## src/rtl/ifetch_queue_pkg.sv

```systemverilog
// Shared definitions for the instruction prefetch queue: default widths,
// the NOP encoding presented when the queue is empty, and the reset fetch address.
package ifetch_queue_pkg;

  localparam int          DATA_WIDTH_DEF = 16;
  localparam int          ADDR_WIDTH_DEF = 16;
  localparam logic [15:0] NOP            = 16'h0000;
  localparam logic [15:0] RESET_PC_DEF   = 16'h0000;

endpackage

```

## src/rtl/ifetch_queue_fetch_fifo.sv

```systemverilog
// DEPTH-entry ring of {inst, pc}; head is read combinationally from registered storage.
// Pointers wrap naturally at log2(DEPTH) bits; flush empties the ring in one cycle.
module ifetch_queue_fetch_fifo
  import ifetch_queue_pkg::*;
#(
  parameter int DATA_WIDTH = DATA_WIDTH_DEF,
  parameter int ADDR_WIDTH = ADDR_WIDTH_DEF,
  parameter int DEPTH      = 4
) (
  input  logic                       clk,
  input  logic                       rst,
  input  logic                       push_i,
  input  logic                       pop_i,
  input  logic                       flush_i,
  input  logic [DATA_WIDTH-1:0]      inst_i,
  input  logic [ADDR_WIDTH-1:0]      pc_i,
  output logic [$clog2(DEPTH+1)-1:0] level_o,
  output logic [DATA_WIDTH-1:0]      head_inst_o,
  output logic [ADDR_WIDTH-1:0]      head_pc_o
);

  localparam int PW = $clog2(DEPTH);
  localparam int LW = $clog2(DEPTH+1);

  logic [DATA_WIDTH-1:0] inst_mem [DEPTH];
  logic [ADDR_WIDTH-1:0] pc_mem   [DEPTH];

  logic [PW-1:0] wr_ptr_q, wr_ptr_d;
  logic [PW-1:0] rd_ptr_q, rd_ptr_d;
  logic [LW-1:0] level_q, level_d;

  always_comb begin
    wr_ptr_d = wr_ptr_q;
    rd_ptr_d = rd_ptr_q;
    level_d  = level_q;
    if (flush_i) begin
      wr_ptr_d = '0;
      rd_ptr_d = '0;
      level_d  = '0;
    end else begin
      if (push_i) wr_ptr_d = wr_ptr_q + PW'(1);
      if (pop_i)  rd_ptr_d = rd_ptr_q + PW'(1);
      case ({push_i, pop_i})
        2'b10:   level_d = level_q + LW'(1);
        2'b01:   level_d = level_q - LW'(1);
        default: level_d = level_q;
      endcase
    end
  end

  always_ff @(posedge clk or negedge rst) begin
    if (!rst) begin
      wr_ptr_q <= '0;
      rd_ptr_q <= '0;
      level_q  <= '0;
    end else begin
      wr_ptr_q <= wr_ptr_d;
      rd_ptr_q <= rd_ptr_d;
      level_q  <= level_d;
    end
  end

  // Payload storage carries no reset; occupancy alone decides what is visible.
  always_ff @(posedge clk) begin
    if (push_i && !flush_i) begin
      inst_mem[wr_ptr_q] <= inst_i;
      pc_mem[wr_ptr_q]   <= pc_i;
    end
  end

  assign level_o     = level_q;
  assign head_inst_o = inst_mem[rd_ptr_q];
  assign head_pc_o   = pc_mem[rd_ptr_q];

endmodule

```

## src/rtl/ifetch_queue.sv

```systemverilog
// Instruction prefetch queue: issues sequential reads to a 1-cycle synchronous memory,
// buffers returned words with their PCs, and presents them to decode under stall/branch control.
module ifetch_queue
  import ifetch_queue_pkg::*;
#(
  parameter int                    DATA_WIDTH = DATA_WIDTH_DEF,
  parameter int                    ADDR_WIDTH = ADDR_WIDTH_DEF,
  parameter int                    DEPTH      = 4,
  parameter logic [ADDR_WIDTH-1:0] RESET_PC   = RESET_PC_DEF
) (
  input  logic                       clk,
  input  logic                       rst,
  output logic                       mem_req_o,
  output logic [ADDR_WIDTH-1:0]      mem_addr_o,
  input  logic [DATA_WIDTH-1:0]      mem_data_i,
  input  logic                       branch_i,
  input  logic [ADDR_WIDTH-1:0]      branch_addr_i,
  input  logic                       stall_i,
  output logic                       valid_o,
  output logic [DATA_WIDTH-1:0]      inst_o,
  output logic [ADDR_WIDTH-1:0]      pc_o,
  output logic [$clog2(DEPTH+1)-1:0] level_o
);

  localparam int LW = $clog2(DEPTH+1);

  logic [ADDR_WIDTH-1:0] fetch_pc_q, fetch_pc_d;
  logic [ADDR_WIDTH-1:0] issue_pc_q, issue_pc_d;
  logic                  inflight_q, inflight_d;
  logic                  squash_q, squash_d;

  logic [LW-1:0]         level;
  logic [LW:0]           credit_used;
  logic [DATA_WIDTH-1:0] head_inst;
  logic [ADDR_WIDTH-1:0] head_pc;
  logic                  issue, push, pop, valid;

  always_comb begin
    // Credit counts the outstanding read against free slots; a same-cycle pop is not credited.
    credit_used = {1'b0, level} + (LW+1)'(inflight_q);
    issue       = rst && !branch_i && (credit_used < (LW+1)'(DEPTH));
    valid       = (level != '0);
    push        = inflight_q && !squash_q && !branch_i;
    pop         = valid && !stall_i && !branch_i;

    fetch_pc_d = fetch_pc_q;
    if (branch_i)   fetch_pc_d = branch_addr_i;
    else if (issue) fetch_pc_d = fetch_pc_q + ADDR_WIDTH'(1);

    issue_pc_d = issue ? fetch_pc_q : issue_pc_q;
    inflight_d = issue;
    squash_d   = branch_i;
  end

  always_ff @(posedge clk or negedge rst) begin
    if (!rst) begin
      fetch_pc_q <= RESET_PC;
      issue_pc_q <= RESET_PC;
      inflight_q <= 1'b0;
      squash_q   <= 1'b0;
    end else begin
      fetch_pc_q <= fetch_pc_d;
      issue_pc_q <= issue_pc_d;
      inflight_q <= inflight_d;
      squash_q   <= squash_d;
    end
  end

  ifetch_queue_fetch_fifo #(
    .DATA_WIDTH (DATA_WIDTH),
    .ADDR_WIDTH (ADDR_WIDTH),
    .DEPTH      (DEPTH)
  ) u_fifo (
    .clk         (clk),
    .rst         (rst),
    .push_i      (push),
    .pop_i       (pop),
    .flush_i     (branch_i),
    .inst_i      (mem_data_i),
    .pc_i        (issue_pc_q),
    .level_o     (level),
    .head_inst_o (head_inst),
    .head_pc_o   (head_pc)
  );

  assign mem_req_o  = issue;
  assign mem_addr_o = fetch_pc_q;
  assign valid_o    = valid;
  assign inst_o     = valid ? head_inst : DATA_WIDTH'(NOP);
  assign pc_o       = valid ? head_pc : '0;
  assign level_o    = level;

endmodule

```

## config.mk

```make
export PLATFORM = sky130hd
export DESIGN_NAME = ifetch_queue
export DESIGN_NICKNAME = d
export VERILOG_FILES = /design/src/rtl/ifetch_queue_pkg.sv /design/src/rtl/ifetch_queue_fetch_fifo.sv /design/src/rtl/ifetch_queue.sv
export SDC_FILE = /design/constraint.sdc
export NUM_CORES = 1
export LEC_CHECK = 0
export BUFFER_PORTS_ARGS = -buffer_cell sky130_fd_sc_hd__buf_2
export CAP_MARGIN = 20
export CELL_PAD_IN_SITES_DETAIL_PLACEMENT = 1
export CELL_PAD_IN_SITES_GLOBAL_PLACEMENT = 2
export CORE_MARGIN = 2
export CORE_UTILIZATION = 38
export DETAILED_ROUTE_END_ITERATION = 10
export MAX_ROUTING_LAYER = met4
export PLACE_DENSITY = 0.83
export SYNTH_ARGS = -nofsm -noshare
export SYNTH_HDL_FRONTEND = slang
export SYNTH_SLANG_ARGS = --single-unit
```

## constraint.sdc

```tcl
create_clock -name clk -period 2.65 [get_ports clk]
set_clock_uncertainty 0.2 [all_clocks]
set_input_delay 0.265 -clock clk [delete_from_list [all_inputs] [get_ports clk]]
set_output_delay 0.265 -clock clk [all_outputs]
set_load 0.05 [all_outputs]
```

# Yosys cells after proc, flatten, opt, wreduce, memory -nomap -nowiden
# Memories as Yosys holds them, arrays and structs flattened.
# Cells that the tools add are included.
dict set report word_totals {
  wordCells 45
  memories 2
  ff_bits 41
  mem_bits_rw 128
  output_inout_bits 53
}
dict set report op_classes {
  reduce_logical 15
  order_cmp 1
  muxes 12
  n_addsub 6
  n_eq_ne 2
}
# memory depth word_bits read_ports rd_clocked_by_memory_dff wr line
set memory_table {}
lappend memory_table {u_fifo.inst_mem 4 16 1 0 1 ifetch_queue_fetch_fifo.sv:25} ;# logic [DATA_WIDTH-1:0] inst_mem [DEPTH];
lappend memory_table {u_fifo.pc_mem 4 16 1 0 1 ifetch_queue_fetch_fifo.sv:26} ;# logic [ADDR_WIDTH-1:0] pc_mem [DEPTH];
# operator n
set op_table {}
lappend op_table {{$mux 16} 4}
lappend op_table {{$add 16x1->16 const B} 1}
lappend op_table {{$mux 2} 4}
lappend op_table {{$logic_and 1x1->1} 7}
lappend op_table {{$pmux 3 s2} 1}
lappend op_table {{$reduce_bool 2->1} 3}
lappend op_table {{$reduce_bool 3->1} 2}
lappend op_table {{$add 2x1->2 const B} 2}
lappend op_table {{$add 3x1->4} 1}
lappend op_table {{$lt 4x3->1 const B} 1}
lappend op_table {{$add 3x1->3 const B} 1}
lappend op_table {{$logic_not 1->1} 3}
lappend op_table {{$mux 3} 1}
lappend op_table {{$sub 3x1->3 const B} 1}
lappend op_table {{$eq 2x1->1 const B} 1}
lappend op_table {{$eq 2x2->1 const B} 1}
lappend op_table {{$mux 1} 2}

# Longest topological paths before layout
# Gate-level depths: netlist of run 1.
dict set report depth {
  ltp_word 6
  depth_mapped 8
  depth_no_buf 6
}

# By module
# A second synthesis of run 1 with hierarchy kept.
dict set report unflattened {
  hier_cells 427
  hier_area_um2 6969.2
}
# mod cells_per_inst n_inst seq_area_each_um2 area_each_um2
set modules_own_cells {}
lappend modules_own_cells {ifetch_queue_fetch_fifo 209 1 4018.9 5092.4}
lappend modules_own_cells {ifetch_queue 218 1 850.8 1876.8}

# Worst setup path before layout of run 1
# OpenSTA, ideal clock, no wires.
dict set report synth_timing {
  kind {reg-to-reg}
  start {register u_fifo.level_q[0], in the netlist u_fifo.level_o[0]}
  end {register u_fifo.level_q[2], in the netlist u_fifo.level_o[2]}
  path_slack_ns -0.352
  required_ns 2.378
  t_arrival_ns 2.730
  setup_ns 0.072
  stages_incl_launch_ff 9
  cell_sequence {dfrtp_1 > nor3_1 > buf_6 > clkbuf_1 > nor4b_1 > fa_1 > or3_1 > mux4_2 > nor2_1}
}
dict set report synth_via {
  elab_chain_cells 6
}
# element line
set synth_rtl {}
lappend synth_rtl {{from (decl)} ifetch_queue_fetch_fifo.sv:30} ;# logic [LW-1:0] level_q, level_d;
lappend synth_rtl {{from (signal assigned)} ifetch_queue_fetch_fifo.sv:59} ;# level_q <= level_d;
lappend synth_rtl {{$reduce_bool 3->1} ifetch_queue.sv:42} ;# valid = (level != '0);
lappend synth_rtl {{$logic_and 1x1->1 (2 in series)} ifetch_queue.sv:44} ;# pop = valid && !stall_i && !branch_i;
lappend synth_rtl {{$eq 2x1->1 or $eq 2x2->1 (tied branches)} ifetch_queue_fetch_fifo.sv:43} ;# case ({push_i, pop_i})
lappend synth_rtl {{$pmux 3 s2} ifetch_queue_fetch_fifo.sv:43}
lappend synth_rtl {{$mux 3} ifetch_queue_fetch_fifo.sv:36} ;# if (flush_i) begin
# Parallel ways exist; a longest one is shown, timed or not.
# A chain may end at the register's enable or synchronous reset.

# Worst setup path in the final report of run 1
dict set report layout_timing {
  start {register u_fifo.rd_ptr_q[0]}
  end {output pc_o[7]}
}
dict set report layout_via {
  elab_chain_cells 2
}
# element line
set layout_rtl {}
lappend layout_rtl {{from (decl)} ifetch_queue_fetch_fifo.sv:29} ;# logic [PW-1:0] rd_ptr_q, rd_ptr_d;
lappend layout_rtl {{from (signal assigned)} ifetch_queue_fetch_fifo.sv:58} ;# rd_ptr_q <= rd_ptr_d;
lappend layout_rtl {{$mem_v2 4x16} --}
lappend layout_rtl {{$mux 16} ifetch_queue.sv:90} ;# assign pc_o = valid ? head_pc : '0;
lappend layout_rtl {{to (decl)} ifetch_queue.sv:21} ;# output logic [ADDR_WIDTH-1:0] pc_o,
# No other way between the ends.

==> metrics.csv, run 1 <==
stage;metric;value;unit
grt;grt_max_degree;42;
sta;fin_crit;2.54;ns
floorplan;row_count;49;
sta;max_slew_margin;0.554;
power_and_ir_drop;p_seq_frac;0.393;
detailed_routing;dr.pass1.iters;4;
clock_network;max-clock-path-buffers;2;
grt;grt_pass1_wl;24.2;mm
setup_path;cp_data_required_time;2.18;ns
setup_path;path_class;flip-flop to primary output;
yosys;syn_area_per_cell;16.1;um2
placement;dpl.hpwl;9.78;mm
power_and_ir_drop;power;8420;uW
run;drv_cap;0;
floorplan;top_level_ports;89;
yosys;synth_area_leaders;edfxtp_1, dfrtp_1, mux4_2, nor2b_1, nand2_1;
detailed_routing;antenna_left;0;
outcome;status;complete, no violations;
yosys;async_flop_share;0.243;
placement;placed_cell_area;0.00777;mm2
yosys;yosysWarnings;0;
power_and_ir_drop;p_sw;3080;uW
cells_and_area;num_antenna_cells;0;
cells_and_area;stdcell_count;805;
detailed_routing;viasPerCell;5.12;
floorplan;start_util;0.387;
setup_path;start_kind;flip-flop;
clock_network;cts_buffers;17;
clock_network;cts_tree;yes;
setup_path;arrival;2.08;ns
grt;grt_usage;0.167;
sta;final-max-slew-violation-count;0;
sta;max_freq;393;MHz
cells_and_area;drive_gt1_frac;0.313;
cells_and_area;final_nets;606;
yosys;synth_edf_count;128;
placement;portBuffers;88;
sta;min_period_over_period;0.959;
power_and_ir_drop;combPwrFrac;0.327;
sta;worstMarginPinSlew;0.669;ns
yosys;synth_ff_type;edfxtp_1;
placement;routabilityCongestion;0.810;
detailed_routing;post_drt_wl_per_cell;18.6;um
clock_network;cts.sink_count;169;
clock_network;cts-root-buf;clkbuf_16;
detailed_routing;drt_iter0_drc;175;
power_and_ir_drop;power_density;970;mW/mm2
placement;dp_cells;740;
yosys;synth.distinct_cells;49;
detailed_routing;vias;4123;
grt;grt-ovfl-total;0;
floorplan;die_y;139;um
sta;hold_ws;0.0693;ns
power_and_ir_drop;pwr-share-clk;0.280;
setup_path;crit_path_end_kind;primary output;
floorplan;die_area;0.0194;mm2
sta;setup_viol_count_final;0;
clock_network;clk_pin_slew;0.06;ns
grt;antenna_found_initial;0;
grt;grt_pass1_vias;4471;
floorplan;die-width;139;um
clock_network;clock_latency;0.42;ns
yosys;synth_top_area_cell;edfxtp_1;
yosys;seq_area_frac_synth;0.700;
cells_and_area;final_cell_area;0.00868;mm2
setup_path;crit_fanout;20;
worst_hold_path;hold_path_class;input pin to flip-flop;
power_and_ir_drop;p_int;5340;uW
sta;rsz0062_at_grt;true;
detailed_routing;drt_wl_total;15.0;mm
yosys;ys_ff_latch;169;
cells_and_area;area_growth_syn_to_layout;24.8;%
yosys;synth_top_area_share;0.553;
yosys;syn-instance-count;432;
yosys;syn_area;0.00695;mm2
clock_network;htreeDepth;4;
clock_network;post_cts_buffers;0;
floorplan;core-area;0.0180;mm2
yosys;synth_fp_nets;474;
power_and_ir_drop;leakage;0.00327;uW
detailed_routing;drc;0;
power_and_ir_drop;irDropWorstVdd;0.000712;V
power_and_ir_drop;p_sw_frac;0.366;
sta;hold_violations;0;
-- cells in the final DEF, fill, tap and decap left out, types with 3 or more instances in the layout --
cell and n:
mux4_2 33, ha_1 5, edfxtp_1 128, buf_2 87
nand2b_1 4, dfrtp_1 37, and2_1 4, dfrtp_2 4
a22oi_1 3, clkinv_2 3, o311ai_0 3, nor2_1 9
and2_2 4, nand2_1 58, buf_12 6, nor2b_1 35
buf_4 8, xnor2_1 4, inv_1 7, o211ai_1 6
dlygate4sd3_1 34, a21oi_1 3, and3_1 5, clkbuf_16 17
nand3_1 11, o21ai_0 10
-- cells in the mapped netlist, types with 2 or more instances --
| cell type | count |
|---|---|
| nand2b_1 | 4 |
| buf_4 | 3 |
| dfrtp_1 | 41 |
| o311ai_0 | 3 |
| clkbuf_1 | 12 |
| o21ai_0 | 10 |
| nand3_1 | 11 |
| nand4_1 | 2 |
| nor2b_1 | 35 |
| nor3_1 | 3 |
| o211ai_1 | 6 |
| nor2_1 | 9 |
| and2b_1 | 2 |
| ha_1 | 5 |
| and3_1 | 5 |
| edfxtp_1 | 128 |
| a22oi_1 | 3 |
| mux2i_1 | 2 |
| or3_1 | 2 |
| or4_1 | 2 |
| a32oi_1 | 2 |
| a21oi_1 | 3 |
| inv_1 | 8 |
| mux4_2 | 33 |
| and2_1 | 8 |
| xnor2_1 | 4 |
| nand2_1 | 58 |
| buf_2 | 7 |
-- through the flow --
stage             TNS, ns   util  setup WS (ns)
2_1_floorplan           0      -        0.00704
3_3_place_gp            0  0.433          0.392
3_5_place_dp            0  0.433          0.281
4_1_cts                 0  0.483         0.0146
5_1_grt        -0.0000244  0.483     -0.0000244
6_report                0  0.483          0.108
-- power by group through the flow --
stage               Clock (uW)  Sequential (uW)  Combinational, uW
floorplan                    0             3410               1990
global placement             0             3330               2720
detailed placement           0             3360               2760
CTS                       2410             3310               2800
global route              2510             3330               2930
finish                    2360             3310               2750
-- logic make-up after synthesis --
family | Yosys count | synth area share
flops | 169 | 0.700
buf+inv | 31 | 0.0207
mux | 36 | 0.111
fa+ha+maj | 6 | 0.0119
xor+xnor | 5 | 0.00630
simple gates | 151 | 0.115
compound gates | 34 | 0.0346
-- path summary, 6_finish.rpt --
check                              startpoint                  end  slack (ns)  cells past startpoint
min reg2reg                     issue_pc_q[7]  u_fifo.pc_mem[1][7]        0.32                      0
min                                  branch_i    u_fifo.level_o[1]        0.07                      3
min in group asynchronous                 rst             squash_q        0.38                      3
max                        u_fifo.rd_ptr_q[0]              pc_o[7]        0.11                      4
max in group asynchronous                 rst   u_fifo.rd_ptr_q[0]        1.48                      3
max reg2reg                 u_fifo.level_o[1]    u_fifo.level_o[2]        0.30                      6
-- critical path: stages, from the launching register on --
cell and delay (ns):
dfrtp_2 0.48, buf_12 0.24, mux4_2 0.52, nor2b_1 0.17, buf_2 0.24
-- registers in the layout, indices dropped and copies added, names as in the netlist --
register,cells
u_fifo.inst_mem,64
squash_q,1
inflight_q,1
mem_addr_o,16
u_fifo.pc_mem,64
u_fifo.level_o,3
u_fifo.wr_ptr_q,2
u_fifo.rd_ptr_q,2
issue_pc_q,16
-- area by class of cell --
| type | count | area, um2 |
|---|---|---|
| Multi-Input combinational cell | 232 | 1960 |
| Sequential cell | 169 | 4870 |
| Tap cell | 229 | 287 |
| Inverter | 8 | 33.8 |
| Timing Repair Buffer | 136 | 967 |
| Fill cell | 1773 | 9290 |
| Clock buffer | 19 | 433 |
| Clock inverter | 12 | 125 |
-- per-layer routing --
metal,vias to the layer above,track usage,wire [um]
met4,0,0.0441,194
met5,-,-,0
met2,103,0.267,7290
met1,2107,0.216,6950
li1,1897,-,-
met3,16,0.0409,549
-- what timing repair did --
| item | 4_1_cts | 5_1_grt |
|---|---|---|
| hold buffers | 34 | 0 |
| endpoints found under the hold margin | 126 | 0 |
| setup endpoints to repair | 0 | 4 |
| resized for setup | 0 | 2 |
Power figures use the tool's default switching activity.
==> run 2, diff against run 1 <==
Settings changed: PLACE_DENSITY 0.83 to 0.74.
==> run 2 against run 1 <==
Cell area grew 0.35%; sequential share of layout area shrank 0.16 points; clock power is 4% lower; register-to-register slack better by 0.02 ns; wire length up 1.9%; hold slack got worse by 0.013 ns; fmax rose by 1.7%; critical path type unchanged; largest cell class unchanged.
==> metrics.csv, run 2 (synthesis gave the netlist of run 1 again) <==
stage;metric;value;unit
placement;portBuffers;88;
sta;rsz0062_at_grt;false;
sta;min_period_over_period;0.943;
power_and_ir_drop;irDropWorstVdd;0.000627;V
cells_and_area;final_cell_area;0.00871;mm2
run;drv_cap;0;
cells_and_area;num_antenna_cells;0;
floorplan;top_level_ports;89;
placement;dp_slack;0.326;ns
clock_network;cts.sink_count;169;
power_and_ir_drop;power_density;965;mW/mm2
floorplan;row_count;49;
sta;final-max-slew-violation-count;0;
worst_hold_path;hold_depth;3;
cells_and_area;drive_gt1_frac;0.322;
cells_and_area;mostFrequentLayoutCells;edfxtp_1, buf_2, nand2_1;
floorplan;die-width;139;um
power_and_ir_drop;power;8400;uW
grt;grt-ovfl-total;0;
sta;setup_viol_count_final;0;
placement;placed_cell_area;0.00779;mm2
clock_network;cts-root-buf;clkbuf_16;
setup_path;reg2reg_slack;0.32;ns
floorplan;core-area;0.0180;mm2
setup_path;path_class;flip-flop to primary output;
clock_network;clk_pin_slew;0.07;ns
detailed_routing;antenna_left;0;
placement;routabilityCongestion;0.779;
cells_and_area;fin_util;0.485;
sta;max_freq;400;MHz
grt;grt_max_degree;42;
grt;grt_pass1_wl;24.7;mm
setup_path;slowest_delay;0.52;ns
detailed_routing;viasPerCell;5.16;
cells_and_area;fillers;1782;
setup_path;arrival;2.03;ns
detailed_routing;drt_wl_total;15.3;mm
detailed_routing;drc;0;
clock_network;cts_buffers;17;
sta;max_slew_margin;0.549;
sta;fin_setup_tns;0;ns
floorplan;die_y;139;um
setup_path;worst-r2r-cell-count;6;
sta;fin_crit;2.50;ns
outcome;status;complete, no violations;
setup_path;cp_top_family;multiplexers;
clock_network;htreeDepth;4;
setup_path;r2r-end;u_fifo.level_o[2];
detailed_routing;vias;4180;
cells_and_area;top_regs;u_fifo.inst_mem x64, u_fifo.pc_mem x64;
setup_path;crit_fanout;14;
setup_path;cp_data_required_time;2.18;ns
detailed_routing;post_drt_wl_per_cell;18.8;um
grt;antenna_found_initial;0;
cells_and_area;final_nets;610;
floorplan;die_area;0.0194;mm2
clock_network;max-clock-path-buffers;2;
worst_hold_path;hold_end;u_fifo.level_o[1];
setup_path;slowest_stage;mux4_2;
clock_network;cts_tree;yes;
detailed_routing;drt_iter0_drc;214;
grt;grt_usage;0.172;
cells_and_area;area_growth_syn_to_layout;25.2;%
cells_and_area;final_common_cell;edfxtp_1;
placement;dpl.hpwl;9.63;mm
sta;fin_ws;0.151;ns
setup_path;path_cells;buf_12, mux4_2, nor2b_1, buf_2;
setup_path;crit_path_end_kind;primary output;
setup_path;timing.critical_path.buf_inv;2;
worst_hold_path;hp-start;branch_i;
grt;grt_pass1_vias;4505;
setup_path;start_kind;flip-flop;
worst_hold_path;hold_path_class;input pin to flip-flop;
sta;worstMarginPinSlew;0.676;ns
detailed_routing;dr.pass1.iters;4;
floorplan;start_util;0.387;
power_and_ir_drop;leakage;0.00329;uW
sta;hold_violations;0;
clock_network;clock_latency;0.43;ns
setup_path;r2r-start;u_fifo.level_o[1];
-- run 2: cell types whose count changed in the layout (fill, tap and decap cells not counted), sizes merged --
cell / change
clkbuf: -1
clkinv: -2
bufinv: -2
clkinvlp: +1
inv: +5
buf: +4
-- run 2: worst max path at each step --
| stage | cells after the start | to | slack (ns) | startpoint |
|---|---|---|---|---|
| after floorplan | 8 | u_fifo.level_o[2] | 0.007 | u_fifo.level_o[1] |
| after global placement | 5 | u_fifo.level_o[0] | 0.39 | u_fifo.level_o[1] |
| after CTS | 4 | mem_req_o | 0.02 | u_fifo.level_o[2] |
| final | 4 | pc_o[9] | 0.15 | u_fifo.rd_ptr_q[0] |
| after detailed placement | 5 | u_fifo.level_o[0] | 0.33 | u_fifo.level_o[1] |
| after global routing | 4 | pc_o[9] | 0.06 | u_fifo.rd_ptr_q[0] |
-- run 2: per-stage QoR --
step / hold WS (ns) / std cells
5_1_grt: 0.0817 / 810
6_report: 0.0559 / 810
4_1_cts: 0.0408 / 810
2_1_floorplan: -0.231 / 432
3_5_place_dp: 0.272 / 741
3_3_place_gp: 0.265 / 741
-- run 2: final cells by class --
class | instances | area, um2 | share of cell area
timing repair buffer | 140 | 1010 | 0.116
tap | 229 | 287 | 0.0329
multi-input combinational | 232 | 1960 | 0.225
inverter | 8 | 33.8 | 0.00388
sequential | 169 | 4880 | 0.560
clock inverter | 14 | 113 | 0.0129
clock buffer | 18 | 429 | 0.0493
-- run 2: power by group --
part	leakage [uW]	total, uW	internal, uW	switching, uW
clock	0.000263	2270	1220	1050
combinational	0.00136	2820	920	1900
sequential	0.00167	3300	3080	220
total	0.00329	8400	5220	3180
-- run 2: repair_timing --
| item | CTS | global route |
|---|---|---|
| setup endpoints to repair | 19 | 1 |
| gates resized for setup | 1 | 2 |
| hold buffers | 34 | 0 |
| hold endpoints to repair | 126 | 0 |
| setup buffers | 3 | 0 |
-- run 2: worst reg2reg max path, stage by stage, from the launching register on --
cell and delay, ns:
dfrtp_2 0.46, nor3_4 0.20, nor4b_1 0.09, fa_2 0.40, or3_1 0.35, mux4_2 0.45, nor2_1 0.10
-- run 2: per-layer routing --
metal  routed length (um)  global-route usage  part of all wire
met1                 7030               0.224              0.46
met2                 7380               0.272              0.48
met3                  621              0.0399             0.041
met4                  231              0.0478             0.015
met5                    0                   -                 0
